<file path="src/rtl/mdio_peripheral_pkg.sv">
// Shared types and frame constants for the MDIO management-frame responder.
package mdio_pkg;

    typedef enum logic [2:0] {
        IDLE,
        HEADER,
        WTA,
        WDATA,
        RTA,
        RDATA,
        SKIP
    } mdio_state_e;

    localparam logic [1:0] ST_CODE  = 2'b01;
    localparam logic [1:0] OP_WRITE = 2'b01;
    localparam logic [1:0] OP_READ  = 2'b10;
    localparam logic [1:0] TA_WRITE = 2'b10;

    // Bit index k at which each frame field ends.
    localparam logic [4:0] K_ST_END   = 5'd1;
    localparam logic [4:0] K_OP_END   = 5'd3;
    localparam logic [4:0] K_PHY_END  = 5'd8;
    localparam logic [4:0] K_REG_END  = 5'd13;
    localparam logic [4:0] K_TA_START = 5'd14;
    localparam logic [4:0] K_TA_END   = 5'd15;
    localparam logic [4:0] K_DATA_END = 5'd31;

endpackage

</file>
<file path="src/rtl/mdio_peripheral_if.sv">
// MDIO line and local register-file signals of the responder, grouped as one bundle.
interface mdio_peripheral_if;
    logic        MDC;
    logic        MDIO_OE;
    logic        MDIO_OUT;
    logic        MDIO_IN;
    logic        MDIO_DRIVE;
    logic [4:0]  ADDR;
    logic [15:0] WR_DATA;
    logic        WR_STB;
    logic        RD_STB;
    logic [15:0] RD_DATA;

    modport slave (
        input  MDC, MDIO_OE, MDIO_OUT, RD_DATA,
        output MDIO_IN, MDIO_DRIVE, ADDR, WR_DATA, WR_STB, RD_STB
    );

    modport master (
        output MDC, MDIO_OE, MDIO_OUT, RD_DATA,
        input  MDIO_IN, MDIO_DRIVE, ADDR, WR_DATA, WR_STB, RD_STB
    );
endinterface

</file>
<file path="src/rtl/mdio_peripheral_mdc_edge_detect.sv">
// Detects MDC rising/falling edges against a one-CLK delayed copy of MDC.
module mdc_edge_detect (
    input  logic CLK,
    input  logic RESET,
    input  logic MDC,
    output logic rise,
    output logic fall
);
    logic mdc_q;

    always_ff @(posedge CLK or negedge RESET) begin
        if (!RESET) mdc_q <= 1'b0;
        else        mdc_q <= MDC;
    end

    assign rise = MDC & ~mdc_q;
    assign fall = ~MDC & mdc_q;
endmodule

</file>
<file path="src/rtl/mdio_peripheral.sv">
// MDIO PHY-side responder: decodes controller frames into register-file writes/reads.
//
// state  | meaning
// IDLE   | preamble, waiting for the first ST bit (0)
// HEADER | ST[0], OP, PHYADR, REGADR (k = 1..13)
// WTA    | write turnaround, expects 1 then 0
// WDATA  | shifting in write data (k = 16..31)
// RTA    | read turnaround, takes the line at the k = 14 fall
// RDATA  | shifting out read data (k = 16..31)
// SKIP   | frame for another PHY or unknown opcode, count to k = 31
module mdio_peripheral
    import mdio_pkg::*;
#(
    parameter logic [4:0] PHY_ADDR = 5'd0
) (
    input logic              CLK,
    input logic              RESET,
    mdio_peripheral_if.slave bus
);
    logic        rise, fall;
    mdio_state_e state_q;
    logic [4:0]  cnt_q;
    logic [11:0] hdr_q;
    logic [11:0] hdr_d;
    logic [15:0] wsh_q, rsh_q;
    logic [4:0]  addr_q;
    logic [15:0] wr_data_q;
    logic        wr_stb_q, rd_stb_q, rd_lat_q;
    logic        mdio_in_q, drive_q;

    mdc_edge_detect u_edge (
        .CLK   (CLK),
        .RESET (RESET),
        .MDC   (bus.MDC),
        .rise  (rise),
        .fall  (fall)
    );

    // hdr_d = {OP[1:0], PHYADR[4:0], REGADR[4:0]} once the k = 13 bit is in.
    assign hdr_d = {hdr_q[10:0], bus.MDIO_OUT};

    always_ff @(posedge CLK or negedge RESET) begin
        if (!RESET) begin
            state_q   <= IDLE;
            cnt_q     <= '0;
            hdr_q     <= '0;
            wsh_q     <= '0;
            rsh_q     <= '0;
            addr_q    <= '0;
            wr_data_q <= '0;
            wr_stb_q  <= 1'b0;
            rd_stb_q  <= 1'b0;
            rd_lat_q  <= 1'b0;
            mdio_in_q <= 1'b0;
            drive_q   <= 1'b0;
        end else begin
            wr_stb_q <= 1'b0;
            rd_stb_q <= 1'b0;
            rd_lat_q <= rd_stb_q;
            if (rd_lat_q) rsh_q <= bus.RD_DATA;

            unique case (state_q)
                IDLE: begin
                    if (rise && bus.MDIO_OE && (bus.MDIO_OUT == ST_CODE[1])) begin
                        state_q <= HEADER;
                        cnt_q   <= 5'd1;
                    end
                end
                HEADER: begin
                    if (rise) begin
                        if (!bus.MDIO_OE) begin
                            state_q <= IDLE;
                            cnt_q   <= '0;
                        end else if (cnt_q == K_ST_END) begin
                            if (bus.MDIO_OUT != ST_CODE[0]) begin
                                state_q <= IDLE;
                                cnt_q   <= '0;
                            end else begin
                                cnt_q <= cnt_q + 5'd1;
                            end
                        end else begin
                            hdr_q <= hdr_d;
                            cnt_q <= cnt_q + 5'd1;
                            if (cnt_q == K_REG_END) begin
                                if (hdr_d[9:5] == PHY_ADDR && hdr_d[11:10] == OP_WRITE) begin
                                    state_q <= WTA;
                                    addr_q  <= hdr_d[4:0];
                                end else if (hdr_d[9:5] == PHY_ADDR && hdr_d[11:10] == OP_READ) begin
                                    state_q  <= RTA;
                                    addr_q   <= hdr_d[4:0];
                                    rd_stb_q <= 1'b1;
                                end else begin
                                    state_q <= SKIP;
                                end
                            end
                        end
                    end
                end
                WTA: begin
                    if (rise) begin
                        if ((cnt_q == K_TA_START && bus.MDIO_OUT != TA_WRITE[1]) ||
                            (cnt_q == K_TA_END   && bus.MDIO_OUT != TA_WRITE[0])) begin
                            state_q <= IDLE;
                            cnt_q   <= '0;
                        end else begin
                            if (cnt_q == K_TA_END) state_q <= WDATA;
                            cnt_q <= cnt_q + 5'd1;
                        end
                    end
                end
                WDATA: begin
                    if (rise) begin
                        if (!bus.MDIO_OE) begin
                            state_q <= IDLE;
                            cnt_q   <= '0;
                        end else begin
                            wsh_q <= {wsh_q[14:0], bus.MDIO_OUT};
                            if (cnt_q == K_DATA_END) begin
                                wr_data_q <= {wsh_q[14:0], bus.MDIO_OUT};
                                wr_stb_q  <= 1'b1;
                                state_q   <= IDLE;
                                cnt_q     <= '0;
                            end else begin
                                cnt_q <= cnt_q + 5'd1;
                            end
                        end
                    end
                end
                RTA: begin
                    // The fall seen while k = 15 is pending is the one ending k = 14.
                    if (fall && cnt_q == K_TA_END) begin
                        drive_q   <= 1'b1;
                        mdio_in_q <= 1'b0;
                    end else if (rise) begin
                        if (cnt_q == K_TA_END) state_q <= RDATA;
                        cnt_q <= cnt_q + 5'd1;
                    end
                end
                RDATA: begin
                    if (fall) begin
                        mdio_in_q <= rsh_q[15];
                        rsh_q     <= {rsh_q[14:0], 1'b0};
                    end else if (rise) begin
                        if (bus.MDIO_OE || cnt_q == K_DATA_END) begin
                            drive_q   <= 1'b0;
                            mdio_in_q <= 1'b0;
                            state_q   <= IDLE;
                            cnt_q     <= '0;
                        end else begin
                            cnt_q <= cnt_q + 5'd1;
                        end
                    end
                end
                SKIP: begin
                    if (rise) begin
                        if (cnt_q == K_DATA_END) begin
                            state_q <= IDLE;
                            cnt_q   <= '0;
                        end else begin
                            cnt_q <= cnt_q + 5'd1;
                        end
                    end
                end
                default: begin
                    state_q <= IDLE;
                    cnt_q   <= '0;
                end
            endcase
        end
    end

    assign bus.MDIO_IN    = mdio_in_q;
    assign bus.MDIO_DRIVE = drive_q;
    assign bus.ADDR       = addr_q;
    assign bus.WR_DATA    = wr_data_q;
    assign bus.WR_STB     = wr_stb_q;
    assign bus.RD_STB     = rd_stb_q;
endmodule

</file>
<file path="src/flat_wrapper.sv">
// flat-port wrapper written by rule: the top's interface ports become plain ports
module mdio_peripheral_flat import mdio_pkg::*;
#(
    parameter logic [4:0] PHY_ADDR = 5'd0
)
  (CLK, RESET, bus_MDC, bus_MDIO_OE, bus_MDIO_OUT, bus_RD_DATA, bus_MDIO_IN, bus_MDIO_DRIVE, bus_ADDR, bus_WR_DATA, bus_WR_STB, bus_RD_STB);
  mdio_peripheral_if bus_i ();
  input logic CLK;
  input logic RESET;
  input wire logic [$bits(bus_i.MDC)-1:0] bus_MDC;
  input wire logic [$bits(bus_i.MDIO_OE)-1:0] bus_MDIO_OE;
  input wire logic [$bits(bus_i.MDIO_OUT)-1:0] bus_MDIO_OUT;
  input wire logic [$bits(bus_i.RD_DATA)-1:0] bus_RD_DATA;
  output wire logic [$bits(bus_i.MDIO_IN)-1:0] bus_MDIO_IN;
  output wire logic [$bits(bus_i.MDIO_DRIVE)-1:0] bus_MDIO_DRIVE;
  output wire logic [$bits(bus_i.ADDR)-1:0] bus_ADDR;
  output wire logic [$bits(bus_i.WR_DATA)-1:0] bus_WR_DATA;
  output wire logic [$bits(bus_i.WR_STB)-1:0] bus_WR_STB;
  output wire logic [$bits(bus_i.RD_STB)-1:0] bus_RD_STB;
  assign bus_i.MDC = bus_MDC;
  assign bus_i.MDIO_OE = bus_MDIO_OE;
  assign bus_i.MDIO_OUT = bus_MDIO_OUT;
  assign bus_i.RD_DATA = bus_RD_DATA;
  assign bus_MDIO_IN = bus_i.MDIO_IN;
  assign bus_MDIO_DRIVE = bus_i.MDIO_DRIVE;
  assign bus_ADDR = bus_i.ADDR;
  assign bus_WR_DATA = bus_i.WR_DATA;
  assign bus_WR_STB = bus_i.WR_STB;
  assign bus_RD_STB = bus_i.RD_STB;
  mdio_peripheral #(.PHY_ADDR(PHY_ADDR)) u_core (.CLK(CLK), .RESET(RESET), .bus(bus_i));
endmodule
</file>
<file path="config.mk">
export PLATFORM = sky130hd
export DESIGN_NAME = mdio_peripheral_flat
export DESIGN_NICKNAME = d
export VERILOG_FILES = /design/src/rtl/mdio_peripheral_pkg.sv /design/src/rtl/mdio_peripheral_if.sv /design/src/rtl/mdio_peripheral_mdc_edge_detect.sv /design/src/rtl/mdio_peripheral.sv /design/src/flat_wrapper.sv
export SDC_FILE = /design/constraint.sdc
export NUM_CORES = 1
export LEC_CHECK = 0
export CAP_MARGIN = 10
export CORE_ASPECT_RATIO = 0.6
export CORE_MARGIN = 8
export CORE_UTILIZATION = 30
export DETAILED_ROUTE_END_ITERATION = 10
export GPL_ROUTABILITY_DRIVEN = 0
export HOLD_SLACK_MARGIN = 0.12
export MAX_ROUTING_LAYER = met4
export PLACE_DENSITY = 0.56
export SLEW_MARGIN = 40
export SYNTH_ARGS = -nofsm -noshare
export SYNTH_HDL_FRONTEND = slang
export SYNTH_SLANG_ARGS = --single-unit
</file>
<file path="constraint.sdc">
create_clock -name CLK -period 6.27 [get_ports CLK]
set_input_delay 1.254 -clock CLK [delete_from_list [all_inputs] [get_ports CLK]]
set_output_delay 1.254 -clock CLK [all_outputs]
set_load 0.02 [all_outputs]
</file>
==> results.yml, run 1 <==
logic_synthesis:
  async_reset_ff_share_pct: 100
  synth.net_count: 311
  syn_area_per_cell_sq_um: 12.3
  synth.area.top_cells: "dfrtp_1, mux2_2, mux2i_1"
  yosys.area.top_type: "dfrtp_1"
  synth_area_sq_mm: 0.00348
  seq_area_frac_synth_pct: 55.3
  synthCells: 283
  ys_warn_count: 0
  synth_flop_cell: "dfrtp_1"
  synth_top_area_share_pct: 55.3
  synthDistinctLibCells: 43
  ys_ff_latch: 77
  synth_edf_count: 0
cells_and_area:
  synthToLayoutAreaGrowth_pct: 26.3
  fin_nets: 353
  diodes: 0
  final_core_util_pct: 39.0
  drive_above_1_share_pct: 21.8
  fin_cells: 490
timing:
  tightestPinTransition_ns: 0.724
  min_period_ns: 3.35
  fin_skew_ns: 0.00486
  post-route-period-util_pct: 53.5
  drv_slew: 0
  rsz0062_at_grt: "no"
  hold_viol: 0
  max_freq_ghz: 0.298
  setup_violations: 0
  timing.slew.headroom_pct: 51.8
  finalSetupTns_ns: 0
routing:
  drc_errors: 0
  routed_wire_length_per_instance_um: 15.3
  firstDrtPassIters: 4
  postRouteAntennaNets: 0
  drtIter0Drc: 153
  via_per_inst: 4.61
  num_vias: 2261
  finalWirelength_um: 7520
floorplan:
  die_h_um: 99.5
  io_pins: 46
  core_area_sq_mm: 0.0113
  die_x_um: 155
  rows: 30
  initial_core_util_pct: 30.8
  fp.dieArea_sq_mm: 0.0154
placement:
  dp_hpwl_um: 5060
  place_inst: 474
  portBuffers: 45
worst_setup_path:
  crit_path_top_delay_cell: "clkdlybuf4s50_1"
  endpoint_kind: "register"
  worstPathRequired_ns: 6.48
  reg2reg_to: "u_core.bus.WR_DATA[14]"
  start_kind: "input port"
  crit_chain: "clkdlybuf4s50_1 > nand3_1 > nor2_4 > nand2_1 > mux2_2"
  slowest_delay_ns: 0.62
  setup.worst_path.start: "bus_MDIO_OE"
  rr_startpoint: "u_core.state_q[1]"
  critical_path_depth: 5
  r2r_cells: 5
  critPathTopFamily: "simple AND/OR/NAND/NOR gates"
  criticalPathCategory: "input port to register"
  worstPathArrival_ns: 3.57
  endpoint: "u_core.bus.WR_DATA[14]"
  critPathBufInv: 1
  critPathMaxFanout: 17
  regToRegSetupSlack_ns: 3.65
clock_tree:
  htree_num_levels: 3
  clock_tree.buffer_depth: 2
  cts.repair.resized: 0
  cts-root-buf: "clkbuf_16"
  cts.sinks: 77
  cts-buffers-inserted: 9
  postCtsSetupBuffers: 0
  cts_tree: "done"
  clock_latency_ns: 0.33
  path_clk_slew_ns: 0.06
  cts_hold_buffers: 0
global_route:
  grt_pass1_wl_um: 12600
  track_usage_pct: 10.7
  grt_max_degree: 78
  grt_pass1_vias: 2292
  antenna_found_initial: 0
  grt-ovfl-total: 0
hold_path:
  hp-class: "register to register"
flow_run:
  maxCapViolations: 0
pwr:
  p_leak_nw: 1.96
  p_per_area_mw_per_mm2: 303
  ir_drop_v: 0.000161
run_status:
  status: "complete, no violations"
==> sequential cells by signal (all words and copies together) (netlist names), 3 cells and up <==
register	flops
u_core.bus.WR_DATA	16
u_core.rsh_q	16
u_core.wsh_q	15
u_core.hdr_q	11
u_core.bus.ADDR	5
u_core.cnt_q	5
u_core.state_q	3
==> metal layers <==
layer	share of wire [%]	track usage, %	vias to the layer above
met1	57	15.9	1103
met4	1.3	4.19	0
li1	-	-	1097
met5	0	-	-
met2	38	13.0	50
met3	4.2	3.03	11
==> worst min-delay path by stage <==
stage | start | endpoint | slack [ns] | cells after the start
CTS | u_core.bus.RD_STB | u_core.rd_lat_q | 0.43 | 0
floorplan | u_core.rsh_q[9] | u_core.rsh_q[10] | 0.45 | 2
global route | u_core.bus.RD_STB | u_core.rd_lat_q | 0.44 | 0
global placement | u_core.bus.RD_STB | u_core.rd_lat_q | 0.42 | 0
detailed placement | u_core.bus.RD_STB | u_core.rd_lat_q | 0.42 | 0
finish | u_core.bus.RD_STB | u_core.rd_lat_q | 0.41 | 0
==> final cells by class <==
cell class              count  area, sq um
fillers                  1077         6900
clock inverters             4         55.1
multi-input cells         187         1490
flip-flops and latches     77         1930
clock buffers              12          256
repair buffers             45          452
inverters                   5         18.8
well taps                 160          200
==> Yosys cell counts (4+ instances only) <==
cell,instances
mux2_2,47
nand2b_1,6
o21ai_0,21
nand3_1,4
mux2i_1,17
nor2b_1,4
ha_1,7
nand2_1,25
dfrtp_1,77
a211o_1,4
nor3_1,4
inv_1,4
clkbuf_1,12
nor2_1,9
==> where the power goes <==
part | leakage (nW) | switching, W | internal [W]
logic | 0.759 | 0.000103 | 0.0000988
registers | 1.06 | 0.0000646 | 0.000534
clock network | 0.149 | 0.000203 | 0.000332
==> placed cells by master (no fill, tap or decap), types with 2 or more instances in the layout <==
| master | instances |
|---|---|
| nor3_1 | 4 |
| a22o_1 | 3 |
| o31ai_1 | 2 |
| mux2_2 | 47 |
| o211ai_1 | 3 |
| nor2b_1 | 4 |
| and3_1 | 3 |
| inv_1 | 4 |
| clkbuf_16 | 9 |
| nor2_1 | 9 |
| nand3_1 | 4 |
| ha_1 | 7 |
| mux2i_1 | 17 |
| a211o_1 | 4 |
| or4_1 | 2 |
| mux2_1 | 2 |
| clkbuf_8 | 2 |
| nand2b_1 | 6 |
| nor4b_1 | 2 |
| a21oi_1 | 3 |
| clkdlybuf4s50_1 | 44 |
| dfrtp_1 | 76 |
| o21ai_0 | 21 |
| nand2_1 | 25 |
==> metrics by stage <==
stage | area [sq um] | hold WS, ns | power, W | worst slack (ns)
final | 4400 | 0.408 | 0.00134 | 2.92
after global routing | 4400 | 0.442 | 0.00141 | 2.74
after CTS | 4400 | 0.429 | 0.00135 | 2.58
after detailed placement | 4090 | 0.416 | 0.000806 | 2.25
after global placement | 4080 | 0.418 | 0.000800 | 2.36
after floorplan | 3480 | 0.449 | 0.000738 | 3.49
==> logic make-up after synthesis <==
| kind of cell | after synthesis | synth area share, % |
|---|---|---|
| AO/OA/AOI/OAI | 45 | 8.83 |
| XOR/XNOR | 1 | 0.251 |
| adder cells (fa/ha/maj) | 7 | 2.51 |
| buffers and inverters | 19 | 2.08 |
| flip-flops | 77 | 55.3 |
| multiplexers | 66 | 20.7 |
| AND/OR/NAND/NOR | 68 | 10.3 |
No activity file was read; power rests on OpenSTA's default activity.
==> run 2: changes to the inputs <==
- PLACE_DENSITY: 0.56 -> 0.57
- clock period: 6.27 -> 2.9 ns (I/O delays scaled with it)
==> run 2 against run 1 <==
- utilization rose by 0.18 points
- non-clock buffer count rose by 4
- critical path depth rose by 2
- critical endpoint is now u_core.state_q[1]
- sequential share of layout area fell by 0.20 points
- worst setup slack got worse by 2.4 ns
- cell area rose by 0.45%
- global-route usage fell by 0.64 points
- wire length fell by 1.8%
- clock-buffer cell count fell by 2
- register-to-register slack got worse by 3.2 ns
- via count rose by 1.7%
==> results.yml, run 2 (synthesized netlist as in run 1, its figures left out) <==
routing:
  drtIter0Drc: 144
  postRouteAntennaNets: 0
  finalWirelength_um: 7380
  num_vias: 2300
  routed_wire_length_per_instance_um: 14.9
  drc_errors: 0
  via_per_inst: 4.66
  firstDrtPassIters: 4
worst_setup_path:
  endpoint_kind: "register"
  start_kind: "register"
  rr_startpoint: "u_core.cnt_q[0]"
  worstPathArrival_ns: 2.61
  critPathBufInv: 0
  critPathTopFamily: "simple AND/OR/NAND/NOR gates"
  crit_path_frequent_cell: "ha_1"
  slowest_delay_ns: 0.45
  crit_chain: "ha_1 > and3_1 > ha_1 > nor4b_1 > a211o_1 > nor2_2 > mux2_1"
  criticalPathCategory: "register to register"
  critPathMaxFanout: 6
  worstPathRequired_ns: 3.11
  r2r_cells: 7
  crit_path_top_delay_cell: "dfrtp_1"
  setup.worst_path.start: "u_core.cnt_q[0]"
  critical_path_depth: 7
clock_tree:
  postCtsSetupBuffers: 0
  htree_num_levels: 3
  clock_latency_ns: 0.33
  cts.sinks: 77
  path_clk_slew_ns: 0.06
  cts.repair.resized: 0
  clock_tree.buffer_depth: 2
  cts_hold_buffers: 0
  cts-buffers-inserted: 9
  cts_tree: "done"
  cts-root-buf: "clkbuf_16"
cells_and_area:
  fillCellCount: 1096
  drive_above_1_share_pct: 22.8
  layout_common_cells: "dfrtp_1, mux2_2, clkdlybuf4s50_1"
  synthToLayoutAreaGrowth_pct: 26.9
  final_common_cell: "dfrtp_1"
  diodes: 0
  fin_nets: 357
timing:
  whs_ns: 0.266
  hold_viol: 0
  finalSetupTns_ns: 0
  setup_violations: 0
  min_period_ns: 2.40
  rsz0062_at_grt: "no"
  max_freq_ghz: 0.416
  fin_skew_ns: 0.00476
  drv_slew: 0
  post-route-period-util_pct: 82.8
  timing.slew.headroom_pct: 52.7
  tightestPinTransition_ns: 0.709
floorplan:
  fp.dieArea_sq_mm: 0.0154
  io_pins: 46
  die_x_um: 155
  initial_core_util_pct: 30.8
  die_h_um: 99.5
  core_area_sq_mm: 0.0113
  rows: 30
pwr:
  seq_power_share_pct: 44.9
  internal_power_w: 0.00206
  ir_drop_v: 0.000311
  p_per_area_mw_per_mm2: 649
  p_leak_nw: 1.98
  p_sw_w: 0.000803
  swShare_pct: 28.0
  p_comb_share_pct: 15.2
  p_clk_share_pct: 39.8
placement:
  dp_hpwl_um: 5030
  portBuffers: 45
global_route:
  grt_pass1_wl_um: 12000
  track_usage_pct: 10.1
  grt-ovfl-total: 0
  antenna_found_initial: 0
  grt_max_degree: 78
  grt_pass1_vias: 2337
hold_path:
  hp-class: "input port to asynchronous set/reset pin"
flow_run:
  maxCapViolations: 0
run_status:
  status: "complete, no violations"
==> run 2: cell types whose count changed in the layout (fill, tap and decap cells not counted), sizes merged <==
cell	previous run	this run
clkinv	1	2
inv	6	7
clkbuf	12	10
buf	1	5
==> run 2: cell type report <==
type | instances | area, sq um | area share (%)
multi-input cells | 187 | 1490 | 33.6
well taps | 160 | 200 | 4.53
repair buffers | 49 | 482 | 10.9
clock buffers | 10 | 239 | 5.40
inverters | 5 | 18.8 | 0.424
clock inverters | 6 | 68.8 | 1.56
flip-flops and latches | 77 | 1930 | 43.6
==> run 2: worst register-to-register path, cell delays in order, from the launching register on <==
cell	delay, ns
dfrtp_1	0.45
ha_1	0.25
and3_1	0.26
ha_1	0.26
nor4b_1	0.39
a211o_1	0.29
nor2_2	0.07
mux2_1	0.32
==> run 2: power groups by stage <==
| stage | Combinational, W | Sequential, W | Clock [W] |
|---|---|---|---|
| floorplan | 0.000369 | 0.00123 | 0 |
| global placement | 0.000423 | 0.00130 | 0 |
| detailed placement | 0.000436 | 0.00131 | 0 |
| CTS | 0.000439 | 0.00129 | 0.00118 |
| global route | 0.000487 | 0.00131 | 0.00123 |
| finish | 0.000437 | 0.00129 | 0.00114 |
==> run 2: final timing paths <==
| kind | endpoint | slack, ns |
|---|---|---|
| max | u_core.state_q[1] | 0.50 |
| min | u_core.cnt_q[4] | 0.27 |
| max reg2reg | u_core.state_q[1] | 0.50 |
| min reg2reg | u_core.rd_lat_q | 0.41 |
| max in group asynchronous | u_core.rd_lat_q | 2.11 |
| min in group CLK | u_core.rd_lat_q | 0.41 |
==> run 2: stage by stage <==
stage | setup slack (ns) | area [sq um] | util, % | instances | total power, W
global placement | 0.372 | 4110 | 36.4 | 478 | 0.00172
finish | 0.498 | 4420 | 39.1 | 494 | 0.00287
global route | 0.365 | 4420 | 39.1 | 494 | 0.00303
floorplan | 0.727 | 3480 | - | 283 | 0.00159
detailed placement | 0.329 | 4110 | 36.4 | 478 | 0.00174
CTS | 0.472 | 4420 | 39.1 | 494 | 0.00291
==> run 2: routing by layer <==
layer	global-route usage [%]	up-vias	wire length, um
li1	-	1106	-
met1	14.5	1135	4040
met2	12.7	50	2880
met3	3.85	9	383
met4	2.55	0	78
met5	-	-	0
==> run 3: changes to the inputs <==
- PLACE_DENSITY: 0.57 -> 0.56
- clock period: 2.9 -> 2.5 ns (I/O delays scaled with it)
==> run 3 against run 2 <==
- utilization rose by 0.49 points
- non-clock buffer count rose by 8
- power rose by 14%
- sequential cell count did not move
- global-route usage rose by 0.41 points
==> results.yml, run 3 (synthesized netlist as in run 1, its figures left out) <==
run_status:
  status: "complete, no violations"
floorplan:
  fp.dieArea_sq_mm: 0.0154
  core_area_sq_mm: 0.0113
  die_x_um: 155
  io_pins: 46
  rows: 30
  initial_core_util_pct: 30.8
  die_h_um: 99.5
cells_and_area:
  drive_above_1_share_pct: 24.6
  synthToLayoutAreaGrowth_pct: 28.5
  layout_common_cells: "dfrtp_1, mux2_2, clkdlybuf4s50_1"
  fillCellCount: 1078
  multi_input_area_sq_mm: 0.00149
  final_cell_area_sq_mm: 0.00448
  final_common_cell: "dfrtp_1"
  diodes: 0
  seqCellArea_sq_mm: 0.00193
  fin_nets: 365
timing:
  drv_slew: 0
  min_period_ns: 2.30
  max_freq_ghz: 0.435
  post-route-period-util_pct: 91.9
  hold_viol: 0
  finalSetupTns_ns: 0
  timing.slew.headroom_pct: 65.0
  fin_skew_ns: 0.00755
  setup_violations: 0
  rsz0062_at_grt: "no"
  tightestPinTransition_ns: 0.526
worst_setup_path:
  critPathBufInv: 1
  setup.worst_path.start: "u_core.cnt_q[1]"
  worstPathRequired_ns: 2.71
  criticalPathCategory: "register to register"
  crit_path_top_delay_cell: "or4b_4"
  crit_chain: "inv_1 > ha_1 > or4b_4 > o221a_1 > a211o_1 > nor2_2 > mux2_1"
  start_kind: "register"
  critPathTopFamily: "simple AND/OR/NAND/NOR gates"
  r2r_cells: 7
  critPathMaxFanout: 5
  worstPathArrival_ns: 2.50
  endpoint_kind: "register"
  critical_path_depth: 7
  slowest_delay_ns: 0.50
  rr_startpoint: "u_core.cnt_q[1]"
clock_tree:
  cts-buffers-inserted: 9
  cts-root-buf: "clkbuf_16"
  postCtsSetupBuffers: 0
  cts.sinks: 77
  cts_tree: "done"
  clock_latency_ns: 0.33
  htree_num_levels: 3
  clock_tree.buffer_depth: 2
  path_clk_slew_ns: 0.06
routing:
  via_per_inst: 4.67
  finalWirelength_um: 7440
  firstDrtPassIters: 4
  routed_wire_length_per_instance_um: 14.8
  postRouteAntennaNets: 0
  num_vias: 2343
  drtIter0Drc: 112
  drc_errors: 0
global_route:
  track_usage_pct: 10.5
  grt_pass1_wl_um: 12500
  grt_pass1_vias: 2372
  antenna_found_initial: 0
  grt-ovfl-total: 0
  grt_max_degree: 44
flow_run:
  maxCapViolations: 0
placement:
  placed_area_sq_mm: 0.00418
  portBuffers: 45
  dp_hpwl_um: 5220
pwr:
  ir_drop_v: 0.000359
  p_per_area_mw_per_mm2: 732
  p_leak_nw: 2.02
hold_path:
  hp-class: "input port to asynchronous set/reset pin"
-- run 3: worst paths after layout --
path / to / slack (ns)
hold reg to reg: u_core.rd_lat_q / 0.42
hold / removal: u_core.u_edge.mdc_q / 0.13
setup reg to reg: u_core.state_q[0] / 0.20
max in group asynchronous: u_core.wsh_q[1] / 1.80
setup / recovery: u_core.state_q[0] / 0.20
min in group CLK: u_core.rd_lat_q / 0.42
-- run 3: what timing repair did --
item | 4_1_cts | 5_1_grt
hold buffers | 0 | 0
setup endpoints to repair | 0 | 2
gates resized for setup | 0 | 1
-- run 3: stage by stage --
stage / instances / total power [W] / setup slack (ns) / util, % / hold slack [ns]
after detailed placement: 486 / 0.00206 / 0.114 / 37.0 / 0.430
after CTS: 502 / 0.00332 / 0.107 / 39.6 / 0.140
final: 502 / 0.00328 / 0.204 / 39.6 / 0.126
after global routing: 502 / 0.00346 / 0.0606 / 39.6 / 0.168
after floorplan: 283 / 0.00185 / 0.327 / - / 0.204
after global placement: 486 / 0.00205 / 0.116 / 37.0 / 0.416
-- run 3: area by class of cell --
type | instances | share of cell area, %
clock buffers | 12 | 5.73
multi-input cells | 187 | 33.3
inverters | 5 | 0.419
flip-flops and latches | 77 | 43.1
well taps | 160 | 4.47
repair buffers | 57 | 12.3
clock inverters | 4 | 0.699
-- run 3: worst reg2reg max path, cell delays in order, from the launching register on --
cell     delay [ns]
dfrtp_1        0.42
inv_1          0.07
ha_1           0.15
or4b_4         0.50
o221a_1        0.24
a211o_1        0.32
nor2_2         0.13
mux2_1         0.33
-- run 3: power by group --
| part | internal, W | switching [W] |
|---|---|---|
| combinational | 0.000280 | 0.000284 |
| sequential | 0.00134 | 0.000134 |
| clock | 0.000732 | 0.000508 |
-- run 3: routing by layer --
layer / vias up / track usage [%] / wire [um]
li1: 1131 / - / -
met1: 1147 / 15.2 / 3990
met2: 59 / 13.6 / 2950
met3: 6 / 3.42 / 466
met4: 0 / 2.47 / 40
met5: - / - / 0
